**config.mk**
```make
export PLATFORM = sky130hd
export DESIGN_NAME = instruction_fetch_unit_flat
export DESIGN_NICKNAME = d
export VERILOG_FILES = /design/src/rtl/instruction_fetch_unit_if.sv /design/src/rtl/instruction_fetch_unit.sv /design/src/flat_wrapper.sv
export SDC_FILE = /design/constraint.sdc
export NUM_CORES = 1
export LEC_CHECK = 0
export CELL_PAD_IN_SITES_DETAIL_PLACEMENT = 0
export CELL_PAD_IN_SITES_GLOBAL_PLACEMENT = 1
export CORE_MARGIN = 5
export CORE_UTILIZATION = 32
export DETAILED_ROUTE_END_ITERATION = 10
export PLACE_DENSITY = 0.59
export RECOVER_POWER = 25
export SETUP_SLACK_MARGIN = 0.05
export SYNTH_ARGS = -nofsm -noshare
export SYNTH_HDL_FRONTEND = slang
export SYNTH_SLANG_ARGS = --single-unit
```
**constraint.sdc**
```tcl
create_clock -name clock -period 9.24 [get_ports clock]
set_input_delay 1.848 -clock clock [delete_from_list [all_inputs] [get_ports clock]]
set_output_delay 1.848 -clock clock [all_outputs]
set_load 0.05 [all_outputs]
```
**src/rtl/instruction_fetch_unit_if.sv**
```systemverilog
// Fetch-stage bus bundle: instruction memory read port, execute redirect, and decode stream.
// Stream handshake: fetchValid/fetchPc/fetchInstruction are stable while fetchValid is high and
// fetchReady is low; a transfer happens on every rising edge where fetchValid && fetchReady.
interface instruction_fetch_unit_if;
  logic [31:0] programCounter;
  logic [31:0] instructionData;
  logic        redirectValid;
  logic [31:0] redirectTarget;
  logic        fetchValid;
  logic [31:0] fetchInstruction;
  logic [31:0] fetchPc;
  logic        fetchReady;
  logic        fetchFault;

  modport master (
    output programCounter,
    input  instructionData,
    input  redirectValid,
    input  redirectTarget,
    output fetchValid,
    output fetchInstruction,
    output fetchPc,
    input  fetchReady,
    output fetchFault
  );

  modport slave (
    input  programCounter,
    output instructionData,
    output redirectValid,
    output redirectTarget,
    input  fetchValid,
    input  fetchInstruction,
    input  fetchPc,
    output fetchReady,
    input  fetchFault
  );
endinterface

```
**src/rtl/instruction_fetch_unit.sv**
```systemverilog
// Fetch stage: owns the PC, queues {pc, instr} pairs for decode, flushes on redirect.
// Optional FETCH_BOUND_CHECK_EN stops fetch with a sticky fault when pc leaves the 4 KiB memory.
module instruction_fetch_unit #(
  parameter logic [31:0] RESET_PC    = 32'h0000_0000,
  parameter int          QUEUE_DEPTH = 2
) (
  input  logic                      clock,
  input  logic                      reset,
  instruction_fetch_unit_if.master  bus
);

  logic [31:0] r_pc;
  logic [31:0] r_q_pc    [4];
  logic [31:0] r_q_instr [4];
  logic [1:0]  r_head;
  logic [1:0]  r_tail;
  logic [2:0]  r_count;
  logic [31:0] r_out_pc;
  logic [31:0] r_out_instr;

  logic        w_pop;
  logic        w_room;
  logic        w_try;
  logic        w_push;
  logic        w_oob;
  logic        w_fault;
  logic        w_fault_set;
  logic [1:0]  w_head_next;
  logic [2:0]  w_count_next;
  logic        w_take_new;
  logic [31:0] w_next_pc;
  logic [31:0] w_next_instr;

  function automatic logic [1:0] ptr_inc(input logic [1:0] p);
    return (p == 2'(QUEUE_DEPTH - 1)) ? 2'd0 : p + 2'd1;
  endfunction

`ifdef FETCH_BOUND_CHECK_EN
  logic r_fault;
  assign w_oob   = (r_pc[31:12] != 20'd0);
  assign w_fault = r_fault;

  always_ff @(posedge clock or posedge reset) begin
    if (reset)                  r_fault <= 1'b0;
    else if (bus.redirectValid) r_fault <= 1'b0;
    else if (w_fault_set)       r_fault <= 1'b1;
  end
`else
  assign w_oob   = 1'b0;
  assign w_fault = 1'b0;
`endif

  always_comb begin
    w_pop        = (r_count != 3'd0) && bus.fetchReady;
    w_room       = (r_count < 3'(QUEUE_DEPTH)) || w_pop;
    w_try        = w_room && !w_fault && !bus.redirectValid;
    w_push       = w_try && !w_oob;
    w_fault_set  = w_try && w_oob;
    w_head_next  = w_pop ? ptr_inc(r_head) : r_head;
    w_count_next = bus.redirectValid ? 3'd0
                 : r_count + 3'(w_push) - 3'(w_pop);
    // A push landing in the next head slot means the queue holds only that new word.
    w_take_new   = w_push && (r_tail == w_head_next);
    w_next_pc    = w_take_new ? r_pc : r_q_pc[w_head_next];
    w_next_instr = w_take_new ? bus.instructionData : r_q_instr[w_head_next];
  end

  always_ff @(posedge clock or posedge reset) begin
    if (reset) begin
      r_pc        <= RESET_PC;
      r_head      <= 2'd0;
      r_tail      <= 2'd0;
      r_count     <= 3'd0;
      r_out_pc    <= 32'd0;
      r_out_instr <= 32'd0;
    end else begin
      if (bus.redirectValid) begin
        r_pc   <= {bus.redirectTarget[31:2], 2'b00};
        r_head <= 2'd0;
        r_tail <= 2'd0;
      end else begin
        r_head <= w_head_next;
        if (w_push) begin
          r_tail <= ptr_inc(r_tail);
          r_pc   <= r_pc + 32'd4;
        end
      end
      r_count <= w_count_next;
      // Head copies only move when a word is present, so they hold while the queue is empty.
      if (w_count_next != 3'd0) begin
        r_out_pc    <= w_next_pc;
        r_out_instr <= w_next_instr;
      end
    end
  end

  always_ff @(posedge clock) begin
    if (w_push) begin
      r_q_pc[r_tail]    <= r_pc;
      r_q_instr[r_tail] <= bus.instructionData;
    end
  end

  assign bus.programCounter   = r_pc;
  assign bus.fetchValid       = (r_count != 3'd0);
  assign bus.fetchPc          = r_out_pc;
  assign bus.fetchInstruction = r_out_instr;
  assign bus.fetchFault       = w_fault;

endmodule

```
**src/flat_wrapper.sv**
```systemverilog
// flat-port wrapper written by rule: the top's interface ports become plain ports
module instruction_fetch_unit_flat 
#(
  parameter logic [31:0] RESET_PC    = 32'h0000_0000,
  parameter int          QUEUE_DEPTH = 2
)
  (clock, reset, bus_programCounter, bus_instructionData, bus_redirectValid, bus_redirectTarget, bus_fetchValid, bus_fetchInstruction, bus_fetchPc, bus_fetchReady, bus_fetchFault);
  instruction_fetch_unit_if bus_i ();
  input  logic clock;
  input  logic reset;
  output wire logic [$bits(bus_i.programCounter)-1:0] bus_programCounter;
  input wire logic [$bits(bus_i.instructionData)-1:0] bus_instructionData;
  input wire logic [$bits(bus_i.redirectValid)-1:0] bus_redirectValid;
  input wire logic [$bits(bus_i.redirectTarget)-1:0] bus_redirectTarget;
  output wire logic [$bits(bus_i.fetchValid)-1:0] bus_fetchValid;
  output wire logic [$bits(bus_i.fetchInstruction)-1:0] bus_fetchInstruction;
  output wire logic [$bits(bus_i.fetchPc)-1:0] bus_fetchPc;
  input wire logic [$bits(bus_i.fetchReady)-1:0] bus_fetchReady;
  output wire logic [$bits(bus_i.fetchFault)-1:0] bus_fetchFault;
  assign bus_programCounter = bus_i.programCounter;
  assign bus_i.instructionData = bus_instructionData;
  assign bus_i.redirectValid = bus_redirectValid;
  assign bus_i.redirectTarget = bus_redirectTarget;
  assign bus_fetchValid = bus_i.fetchValid;
  assign bus_fetchInstruction = bus_i.fetchInstruction;
  assign bus_fetchPc = bus_i.fetchPc;
  assign bus_i.fetchReady = bus_fetchReady;
  assign bus_fetchFault = bus_i.fetchFault;
  instruction_fetch_unit #(.RESET_PC(RESET_PC), .QUEUE_DEPTH(QUEUE_DEPTH)) u_core (.clock(clock), .reset(reset), .bus(bus_i));
endmodule
```
* Word level (Yosys, flattened, before mapping)
Memories as Yosys holds them, arrays and structs flattened. A register that Yosys moved wholly into a read port is not among the register bits.
Cells that the tools add are included.
** Storage, ports and cells
- Flip-flop bits (word level) :: 39
- Memory bits (writable) :: 256
- Input port bits :: 68
- Output and inout bits :: 98
- Logic and storage cells :: 32
- Memories kept :: 2
** Memory list
- u_core.r_q_instr :: depth 4, bits a word 32, rd ports 1, clocked after memory_dff 1, write ports 1, line instruction_fetch_unit.sv:14 : logic [31:0] r_q_instr [4];
- u_core.r_q_pc :: depth 4, bits a word 32, rd ports 1, clocked after memory_dff 1, write ports 1, line instruction_fetch_unit.sv:13 : logic [31:0] r_q_pc [4];
** Cells by class
- Add/sub/neg operators :: 5
- $lt $le $gt $ge :: 1
- Equal/unequal tests :: 2
- Muxes and demuxes :: 11
- Reductions and logical operators :: 7
** Operator list (number)
- $mux 32 :: 2
- $add 32x3->32 const B :: 1
- $mux 2 :: 6
- $reduce_bool 3->1 :: 2
- $add 2x1->2 const B :: 2
- $eq 2x1->1 const B :: 2
- $add 3x1->3 :: 1
- $lt 3x2->1 const B :: 1
- $mux 3 :: 1
- $sub 3x1->3 :: 1
- $logic_and 1x1->1 :: 2
- $mux 1 :: 2
- $reduce_bool 2->1 :: 1
- $logic_not 1->1 :: 1
- $logic_or 1x1->1 :: 1

* Depth between registers and ports, before layout
Gate-level depths: netlist (run 1).
- Depth after elaboration :: 8
- Depth in mapped cells :: 16
- Gate-level depth less buffers :: 13

* Least setup slack after synthesis (run 1)
No wires, ideal clock.
- Path type :: input -> register
- Start point :: input port bus_fetchReady
- End point :: memory u_core.r_q_instr[0][0] (enable)
- Setup time :: 0.558 ns
- Data arrival time :: 6.926 ns
- Data required time :: 8.682 ns
- Path slack :: 1.756 ns
- Cell stages on the path :: 8
- Path buffers :: 4
- Cell sequence :: o31a_1 buf_6 or2_2 buf_6 nand2b_1 buf_4 buf_2 nor3_1
** On the way
- Cells in the longest elaborated chain, start to end :: 5
** Ends and longest elaborated chain
- start: declaration :: line flat_wrapper.sv:18 : input wire logic [$bits(bus_i.fetchReady)-1:0] bus_fetchReady;
- $logic_and 1x1->1 :: line instruction_fetch_unit.sv:54 : w_pop = (r_count != 3'd0) && bus.fetchReady;
- $logic_or 1x1->1 :: line instruction_fetch_unit.sv:55 : w_room = (r_count < 3'(QUEUE_DEPTH)) || w_pop;
- $logic_and 1x1->1 :: line instruction_fetch_unit.sv:56 : w_try = w_room && !w_fault && !bus.redirectValid;
- $mux 1 :: line instruction_fetch_unit.sv:98 : if (w_push) begin
- $mux 1 (not written as such) :: line instruction_fetch_unit.sv:100 : r_q_instr[r_tail] <= bus.instructionData;
- end: declaration :: line instruction_fetch_unit.sv:14
Every way passes these cells.

* Worst setup path after layout (run 1)
- Start point :: input port bus_fetchReady
- End point :: register u_core.r_out_instr[0] (netlist: u_core.bus.fetchInstruction[0]), read port of u_core.r_q_instr
** On the way
- Cells in the longest elaborated chain, start to end :: 7
- Elaborated cells on any way between the ends :: 8
- Classes of those cells :: add/sub (2); mux (2); reduce/logical (4)
** Ends and longest elaborated chain
- $logic_and 1x1->1 (*) :: line instruction_fetch_unit.sv:54
- $logic_or 1x1->1 :: line instruction_fetch_unit.sv:55
- $logic_and 1x1->1 :: line instruction_fetch_unit.sv:56
- $add 3x1->3 :: line instruction_fetch_unit.sv:61 : : r_count + 3'(w_push) - 3'(w_pop);
- $sub 3x1->3 :: line instruction_fetch_unit.sv:61
- $mux 3 :: line instruction_fetch_unit.sv:60 : w_count_next = bus.redirectValid ? 3'd0
- $reduce_bool 3->1 :: line instruction_fetch_unit.sv:90 : if (w_count_next != 3'd0) begin
- end: declaration :: line instruction_fetch_unit.sv:19 : logic [31:0] r_out_instr;
Every way passes the cells marked *; elsewhere a longest branch is shown, timed or not.
A chain may end at the register's enable or synchronous reset.

==> results of run 1 <==
worst max-delay path by stage:
stage,from,to,slack [ps]
detailed placement,bus_fetchReady,u_core.bus.fetchInstruction[0],2190
global placement,bus_fetchReady,u_core.bus.fetchPc[25],2270
CTS,bus_fetchReady,u_core.bus.fetchInstruction[0],2770
finish,bus_fetchReady,u_core.bus.fetchInstruction[0],2800
floorplan,bus_fetchReady,u_core.r_q_instr[0][0],1760
global route,bus_fetchReady,u_core.bus.fetchPc[24],2490
Yosys cell counts, drive strengths merged, types with 2 or more instances:
cell | instances | share of area (%)
nor3 | 5 | 0.17
edfxtp | 248 | 49
xor2 | 7 | 0.41
a31o | 62 | 3.6
nand2b | 62 | 2.6
o31a | 3 | 0.17
nor4 | 10 | 0.42
ha | 4 | 0.33
clkbuf | 84 | 2.1
o21ai | 31 | 1.0
and3 | 4 | 0.17
or3 | 2 | 0.083
nand4 | 3 | 0.12
a2bb2oi | 62 | 3.6
a21oi | 63 | 2.1
nor2 | 18 | 0.45
nand2 | 42 | 1.0
nand3 | 8 | 0.27
o32ai | 62 | 3.6
a221oi | 124 | 7.2
o211ai | 4 | 0.20
o2111ai | 5 | 0.29
buf | 29 | 1.4
dfrtp | 99 | 16
and2 | 2 | 0.083
xnor2 | 25 | 1.5
inv | 13 | 0.32
and4 | 4 | 0.23
where the power goes:
group	switching [mW]	leakage (nW)	total [mW]	internal (mW)
Clock	0.627	0.665	1.65	1.02
Combinational	1.64	2.08	2.55	0.910
Sequential	0.254	3.41	2.26	2.01
Total	2.52	6.16	6.45	3.93
worst min-delay path, cell delays in order (launching register included):
cell and delay (ps):
edfxtp_1 320, a2bb2oi_1 60, a21oi_1 120
registers in the layout (all words and copies together) (netlist names):
signal / flops
u_core.r_q_instr: 128
u_core.bus.fetchPc: 30
u_core.r_count: 3
u_core.r_tail: 2
u_core.r_q_pc: 120
u_core.bus.fetchInstruction: 32
u_core.r_head: 2
u_core.bus.programCounter: 30
cells by family (layout without fill, tap and decap cells):
kind of cell / after synthesis / after routing / share of synthesized area [%]
AOI/OAI and AO/OA: 421 / 421 / 22.1
DFF: 347 / 347 / 65.9
and+or+nand+nor: 163 / 163 / 5.75
buffers and inverters: 126 / 263 / 3.84
xor gates and xnor gates: 32 / 32 / 1.86
adders and majority gates: 5 / 5 / 0.465
muxes: 2 / 2 / 0.141
other: 1 / 5 / 0.0249
area by class of cell:
class	count	area, µm²	share of cell area, %
well taps	607	759	4.11
inverters	13	52.6	0.284
clock buffers	56	1120	6.09
clock inverters	19	240	1.30
repair buffers	175	1700	9.22
flip-flops and latches	347	9930	53.7
multi-input cells	628	4670	25.3
per-layer routing:
layer	vias up	routed length, µm	part of all wire, %	global-route usage (%)
met5	-	13	0.029	0
met4	2	718	1.6	4.36
met3	45	2570	5.7	3.29
met2	342	21100	47	27.2
met1	5373	20500	46	24.4
li1	4698	-	-	-
stage by stage:
stage / power, mW / cell area, µm² / util, %
finish: 6.45 / 18500 / 39.7
global route: 6.78 / 18500 / 39.7
CTS: 6.53 / 18500 / 39.7
detailed placement: 4.87 / 17100 / 36.8
global placement: 4.83 / 17100 / 36.8
floorplan: 4.05 / 15100 / -
==> results.md, run 1 <==
* Status: completed
* Worst VDD drop at 236 µV
* Power Dens Cells at around 350 nW/µm²
* Vias post-DR at ~10000
* Die Height at roughly 230 µm
* Placed Cells at approximately 1800
* Share of post-route cells with drive strength above 1 at 12.4%
* Ant. Diodes at 0
* Htree depth at 2
* Critical path depth at 14
* Clock sinks at roughly 350
* IO Pins at approximately 170
* Commonest cells after routing, fill and taps aside: edfxtp_1, clkdlybuf4s50_1, a221oi_1
* EDFF count, synth at around 250
* Setup WS pre-CTS at roughly 2200 ps
* Remaining DRCs at 0
* Wirelength per Cell at roughly 24 µm
* Mean Syn Cell Area at ~14 µm²
* Slowest cell on the critical path: nand2b_4
* Most common cell after layout, fill and taps aside: edfxtp_1
* DP Wirelength at around 24000 µm
* Clk slew on worst S/H paths at approximately 60 ps
* Register area share after synthesis at roughly 66%
* Skew final at approximately 11 ps
* Num rows at ~80
* Hold_sp: u_core.r_q_pc[3][7]
* Class of the worst hold path: reg -> reg
* Reg2reg setup slack at 3690 ps
* Non-filler instance count after layout at roughly 1800
* WS Path Type: in -> reg
* Unrepaired setup endpoints after global routing: false
* DRT iter0 DRCs at 831
* Fmax at 155 MHz
* Final setup viols at 0
* Post-CTS Hold Fix Bufs at 0
* Hold Crit Endpoint: u_core.bus.fetchPc[7]
* WP data arrival at a little under 7000 ps
* Cell Chain, Critical Path: clkdlybuf4s50_1 > o31a_2 > or2_2 > nand2b_4 > inv_1 > ha_1 > inv_1 > fa_1 > a31oi_4 > buf_4 > buf_4 > nand2b_1 > o32ai_1 > a21oi_1
* CTS buffer count at between 40 and 50
* Main synth FF type: edfxtp_1
* Post-synthesis async set-or-reset flop share at approximately 29%
* Synth Instances at 1097
* Starting density of the core at 32.4%
* Max-cap viol count at 0
* PortBufs at roughly 160
* Clock root cell: clkbuf_16
* R2R depth at 14
* RePlAce Congestion at around 0.71
* GRT Overall Usage at roughly 17%
* NumNets Final at ~1300
* Total routed wirelength at 44900 µm
* Post-cts gate resize count at 0
* Worst flop-to-flop path startpoint: u_core.r_count[1]
* Chip width at ~230 µm
* Vias in the first global route at about 11000
* Initial antenna violation count at 1
* Final worst path period share at a little over two thirds
* Fin Setup TNS at 0 ps
* Delay-heaviest family, CP: buffers and inverters
* Leakage at between 6 and 7 nW
* Worst Max-Slew Pin Slew at 1080 ps
* Clk_lat worst skew at 550 ps
* Critical-path maximum fanout at 69
* Drt first pass iters at 5
* Pin count of the biggest net entering global routing at a little over 90
* Final Hold Fails at 0
* Die area at between 50000 and 60000 µm²
* CP Capture Type: flop
* Hold_ws at between 500 and 600 ps
* Max_slew headroom at between 20% and 30%
* CP max stage delay at approximately 780 ps
* Setup bufs post-CTS at 0
* Clk buf depth at 3
* CP required at 9620 ps
* Synthesis Warnings at 0
* DRT antenna net count at 0
* Min Tclk post-route at ~6400 ps
* Grt ovf at 0
* Synth unique cells at 44
* Yosys reg bits at between 300 and 400
* First-pass GRT wire length at around 68000 µm
* Crit path buf inv count at 5
* Hold depth at 2
* Reg-to-reg critical path endpoint: u_core.bus.fetchInstruction[0]
* Vias per cell at 5.67
* Setup ws final at about 2800 ps
* Core ar. at 46600 µm²
* Mapped Area at approximately 15000 µm²
* Final slew viol count at 0
* TritonCTS clock tree: built
* Area delta synth->final at 22.6%
* Fill cell count at roughly 4400
* Critical Path Start Type: primary input
Note: power is estimated with default switching activity, not from simulation.
==> inputs of run 2 (changes only) <==
--- a/config.mk
+++ b/config.mk
@@ -10,7 +10,7 @@
 export CORE_MARGIN = 5
 export CORE_UTILIZATION = 32
 export DETAILED_ROUTE_END_ITERATION = 10
-export PLACE_DENSITY = 0.59
+export PLACE_DENSITY = 0.62
 export RECOVER_POWER = 25
 export SETUP_SLACK_MARGIN = 0.05
 export SYNTH_ARGS = -nofsm -noshare
==> constraint.sdc (replaced) <==
create_clock -name clock -period 5.7 [get_ports clock]
set_input_delay 1.14 -clock clock [delete_from_list [all_inputs] [get_ports clock]]
set_output_delay 1.14 -clock clock [all_outputs]
set_load 0.05 [all_outputs]
==> run 2 against run 1 <==
Compared with the run above: flip-flop and latch count unchanged; largest power group unchanged; clock-buffer cell count decreased by 2; critical endpoint is now u_core.bus.fetchInstruction[21]; die area unchanged.
==> results.md, run 2 (synthesis results as in run 1) <==
* Status: completed
* WS Path Type: in -> reg
* Power Dens Cells at between 500 and 600 nW/µm²
* Min Tclk post-route at just over 4000 ps
* Commonest cells after routing, fill and taps aside: edfxtp_1, clkdlybuf4s50_1, a221oi_1
* Clk buf depth at 3
* Design Power at 10.4 mW
* Remaining DRCs at 0
* Final slew viol count at 0
* Unrepaired setup endpoints after global routing: false
* Hold_ws at around 540 ps
* Post-CTS Hold Fix Bufs at 0
* Cell Chain, Critical Path: clkdlybuf4s50_1 > o31a_2 > or2_2 > nand2b_4 > inv_1 > ha_1 > inv_1 > fa_1 > xnor2_1 > a31oi_4 > o21a_4 > buf_4 > a21oi_1
* R2R depth at 13
* Clk slew on worst S/H paths at 60 ps
* IO Pins at 166
* Skew final at between 10 and 15 ps
* WP data arrival at between 4000 and 5000 ps
* Setup WS pre-CTS at between 900 and 1000 ps
* Final Hold Fails at 0
* Total routed wirelength at roughly 44000 µm
* Clock sinks at about 350
* Worst Max-Slew Pin Slew at approximately 1000 ps
* Worst flop-to-flop path startpoint: u_core.r_count[1]
* Final worst path period share at a little under three quarters
* Hold Crit Endpoint: u_core.bus.fetchPc[7]
* Core ar. at about 47000 µm²
* Sequential Area at slightly below 10000 µm²
* CP max stage delay at approximately 550 ps
* Drt first pass iters at 5
* Reg-to-reg critical path endpoint: u_core.bus.fetchInstruction[21]
* Fin Setup TNS at 0 ps
* Num rows at 79
* Most common cell after layout, fill and taps aside: edfxtp_1
* Hold depth at 2
* Vias post-DR at around 10000
* Grt ovf at 0
* Wirelength per Cell at around 24 µm
* DRT iter0 DRCs at 694
* Footprint of the multi-input gates at approximately 4700 µm²
* Leakage at about 6.2 nW
* Reg2reg setup slack at between 1500 and 2000 ps
* Max FFs per register at between 100 and 150
* Worst VDD drop at approximately 410 µV
* Max-cap viol count at 0
* Setup bufs post-CTS at 0
* Vias in the first global route at ~11000
* Critical-path maximum fanout at 37
* CP most frequent cell: inv_1
* Initial antenna violation count at 0
* PortBufs at ~160
* GRT Overall Usage at ~17%
* Pin count of the biggest net entering global routing at between 100 and 150
* NumNets Final at 1288
* First-pass GRT wire length at ~67000 µm
* Starting density of the core at 32.4%
* DRT antenna net count at 0
* Critical Path Start Type: primary input
* Share of post-route cells with drive strength above 1 at 13.3%
* Fill cell count at around 4400
* Hold_sp: u_core.r_q_pc[3][7]
* Worst Setup SP: bus_fetchReady
* Crit path buf inv count at 4
* CP required at 6100 ps
* Class of the worst hold path: reg -> reg
* Htree depth at 2
* Slowest cell on the critical path: o21a_4
* DP Wirelength at between 20000 and 25000 µm
* Placed Cells at ~1800
* CTS buffer count at 40
* Ant. Diodes at 0
* Final setup viols at 0
* Largest Register: u_core.r_q_instr
* Setup ws final at 1600 ps
* CP Capture Type: flop
* Delay-heaviest family, CP: buffers and inverters
* Vias per cell at approximately 5.7
* Max_slew headroom at a little under a third
* Clock root cell: clkbuf_16
* Post-cts gate resize count at 0
* Fmax at between 200 and 250 MHz
* Die Height at roughly 230 µm
* Clk_lat worst skew at 540 ps
* Non-filler instance count after layout at between 1500 and 2000
* Chip width at between 200 and 250 µm
* RePlAce Congestion at between 0.7 and 0.8
* Die area at approximately 52000 µm²
* TritonCTS clock tree: built
* Area delta synth->final at 23.1%
run 2: power breakdown:
part           switching, mW  internal (mW)  leakage (nW)
Clock                   1.01           1.59         0.646
Combinational           2.67           1.50          2.13
Sequential             0.412           3.25          3.41
run 2: cell type report:
cell class / count / area share [%]
tap: 607 / 4.09
sequential: 347 / 53.5
clock inverter: 18 / 1.21
clock buffer: 54 / 5.95
timing repair buffer: 185 / 9.75
multi-input combinational: 628 / 25.2
inverter: 13 / 0.283
run 2: worst max-delay path by stage:
| stage | endpoint | slack (ps) | depth (start not counted) |
|---|---|---|---|
| 2_1_floorplan | u_core.r_q_instr[1][0] | 610 | 9 |
| 3_3_place_gp | u_core.bus.fetchPc[8] | 1040 | 13 |
| 3_5_place_dp | u_core.bus.fetchInstruction[21] | 990 | 13 |
| 4_1_cts | u_core.bus.fetchInstruction[21] | 1540 | 13 |
| 5_1_grt | u_core.bus.fetchInstruction[14] | 1350 | 14 |
| 6_report | u_core.bus.fetchInstruction[21] | 1600 | 13 |
run 2: per-layer routing:
metal | up-vias | part of all wire, % | global-route usage (%)
li1 | 4719 | - | -
met3 | 60 | 5.6 | 3.42
met1 | 5368 | 44 | 22.9
met5 | - | 0 | 0
met2 | 341 | 48 | 28.0
met4 | 0 | 1.6 | 3.74
run 2: tightest hold or removal path, stage by stage (launching register included):
cell	delay, ps
edfxtp_1	320
a2bb2oi_1	70
a21oi_1	120
run 2: stage by stage:
| stage | util, % | cell area [µm²] |
|---|---|---|
| 2_1_floorplan | - | 15100 |
| 3_3_place_gp | 37.0 | 17200 |
| 3_5_place_dp | 37.0 | 17200 |
| 4_1_cts | 39.9 | 18600 |
| 5_1_grt | 39.9 | 18600 |
| 6_report | 39.9 | 18600 |
==> inputs of run 3 (changes only) <==
--- a/config.mk
+++ b/config.mk
@@ -10,7 +10,7 @@
 export CORE_MARGIN = 5
 export CORE_UTILIZATION = 32
 export DETAILED_ROUTE_END_ITERATION = 10
-export PLACE_DENSITY = 0.62
+export PLACE_DENSITY = 0.59
 export RECOVER_POWER = 25
 export SETUP_SLACK_MARGIN = 0.05
 export SYNTH_ARGS = -nofsm -noshare
==> constraint.sdc (replaced) <==
create_clock -name clock -period 4.1 [get_ports clock]
set_input_delay 0.82 -clock clock [delete_from_list [all_inputs] [get_ports clock]]
set_output_delay 0.82 -clock clock [all_outputs]
set_load 0.05 [all_outputs]
==> run 3 against run 2 <==
Compared with the run above: non-clock buffer count up 9; flip-flop and latch count unchanged; final cell count up 0.49%; via count up 0.23%; critical path depth down 2; core utilization about the same; cell area up 0.10%; register-to-register slack worse by 980 ps; clock skew down 1.3 ps; die area unchanged; first-iteration DRC count up 13%; critical path type unchanged; highest routed layer unchanged.
==> results.md, run 3 (synthesis results as in run 1) <==
* IO Pins at approximately 170
* GRT Overall Usage at ~17%
* DP Wirelength at roughly 26000 µm
* RePlAce Congestion at ~0.71
* Vias post-DR at between 10000 and 15000
* Grt ovf at 0
* CTS buffer count at 40
* Non-filler instance count after layout at approximately 1900
* Critical-path maximum fanout at 62
* Largest Register: u_core.r_q_instr
* Wirelength per Cell at between 20 and 25 µm
* Commonest cells after routing, fill and taps aside: edfxtp_1, clkdlybuf4s50_1, a221oi_1
* Power Dens Cells at about 800 nW/µm²
* Core ar. at 46600 µm²
* Fin Setup TNS at 0 ps
* PortBufs at 158
* Setup bufs post-CTS at 0
* Max-cap viol count at 0
* CP Capture Type: flop
* Unrepaired setup endpoints after global routing: false
* Critical Path Start Type: primary input
* Total routed wirelength at around 46000 µm
* Clock root cell: clkbuf_16
* Skew final at 12.4 ps
* NumNets Final at between 1000 and 1500
* Remaining DRCs at 0
* Fmax at 291 MHz
* Die area at between 50000 and 60000 µm²
* Worst VDD drop at 509 µV
* First-pass GRT wire length at between 60000 and 70000 µm
* Final worst path period share at between 80% and 90%
* Most common cell after layout, fill and taps aside: edfxtp_1
* Class of the worst hold path: reg -> reg
* Placed Area at approximately 17000 µm²
* DRT antenna net count at 0
* Min Tclk post-route at 3440 ps
* Starting density of the core at approximately a third
* Chip width at between 200 and 250 µm
* Hold depth at 2
* Reg2reg setup slack at 690 ps
* Max_slew headroom at 29.6%
* Share of post-route cells with drive strength above 1 at a little over an eighth
* Hold_ws at between 500 and 600 ps
* Worst Max-Slew Pin Slew at 1060 ps
* Area delta synth->final at 23.3%
* Htree depth at 2
* Vias in the first global route at 10826
* Final Hold Fails at 0
* Final setup viols at 0
* Post-CTS Hold Fix Bufs at 0
* Status: completed
* Die Height at 227 µm
* Placed Cells at around 1800
* Setup WS pre-CTS at 98.6 ps
* R2R depth at 10
* WS Path Type: in -> reg
* WP data arrival at approximately 3800 ps
* Final slew viol count at 0
* Max FFs per register at 128
* Clk buf depth at 3
* Vias per cell at about 5.6
* CP required at about 4500 ps
* Drt first pass iters at 7
* Fin util at approximately 40%
* Fill cell count at around 4300
* Design Power at around 14 mW
* Final non-filler cell area at around 19000 µm²
* Setup ws final at ~660 ps
* TritonCTS clock tree: built
* Clk slew on worst S/H paths at ~60 ps
* Clock sinks at around 350
* Initial antenna violation count at 0
* Num rows at 79
* Leakage at 6.21 nW
* Pin count of the biggest net entering global routing at 89
* Post-cts gate resize count at 0
* Ant. Diodes at 0
* Clk_lat worst skew at 550 ps
* DRT iter0 DRCs at around 780
[run 3: layout make-up]
cell class / count / area [µm²] / share of cell area, %
timing repair buffer: 194 / 1900 / 10.2
sequential: 347 / 9930 / 53.5
clock inverter: 15 / 144 / 0.775
multi-input combinational: 628 / 4680 / 25.2
inverter: 13 / 52.6 / 0.283
clock buffer: 57 / 1120 / 6.01
tap: 607 / 759 / 4.09
[run 3: power by group]
part	switching, mW	total (mW)	internal, mW
Sequential	0.536	5.06	4.52
Combinational	3.78	5.92	2.14
Clock	1.37	3.45	2.08
Total	5.69	14.4	8.74
[run 3: layer usage]
layer	share of wire, %	GRT usage (%)	vias up
li1	-	-	4737
met1	46	24.5	5414
met2	46	27.7	310
met3	5.7	3.57	51
met4	1.9	4.38	0
met5	0	0	-
[run 3: final timing paths]
check	from	endpoint
setup / recovery	bus_fetchReady	u_core.bus.fetchInstruction[19]
hold / removal	u_core.r_q_instr[3][26]	u_core.bus.fetchInstruction[26]
setup reg to reg	u_core.r_count[1]	u_core.bus.fetchInstruction[19]
hold reg to reg	u_core.r_q_instr[3][26]	u_core.bus.fetchInstruction[26]
max in group asynchronous	reset	u_core.bus.fetchPc[2]
min in group asynchronous	reset	u_core.bus.fetchInstruction[9]
[run 3: worst max-delay path, stage by stage]
cell and delay, ps:
clkdlybuf4s50_1 400, o31a_2 140, or2_2 320, nand2b_4 80, inv_1 50, ha_1 170, inv_1 70, fa_1 460
a31oi_4 270, o21a_4 850, a21oi_1 160
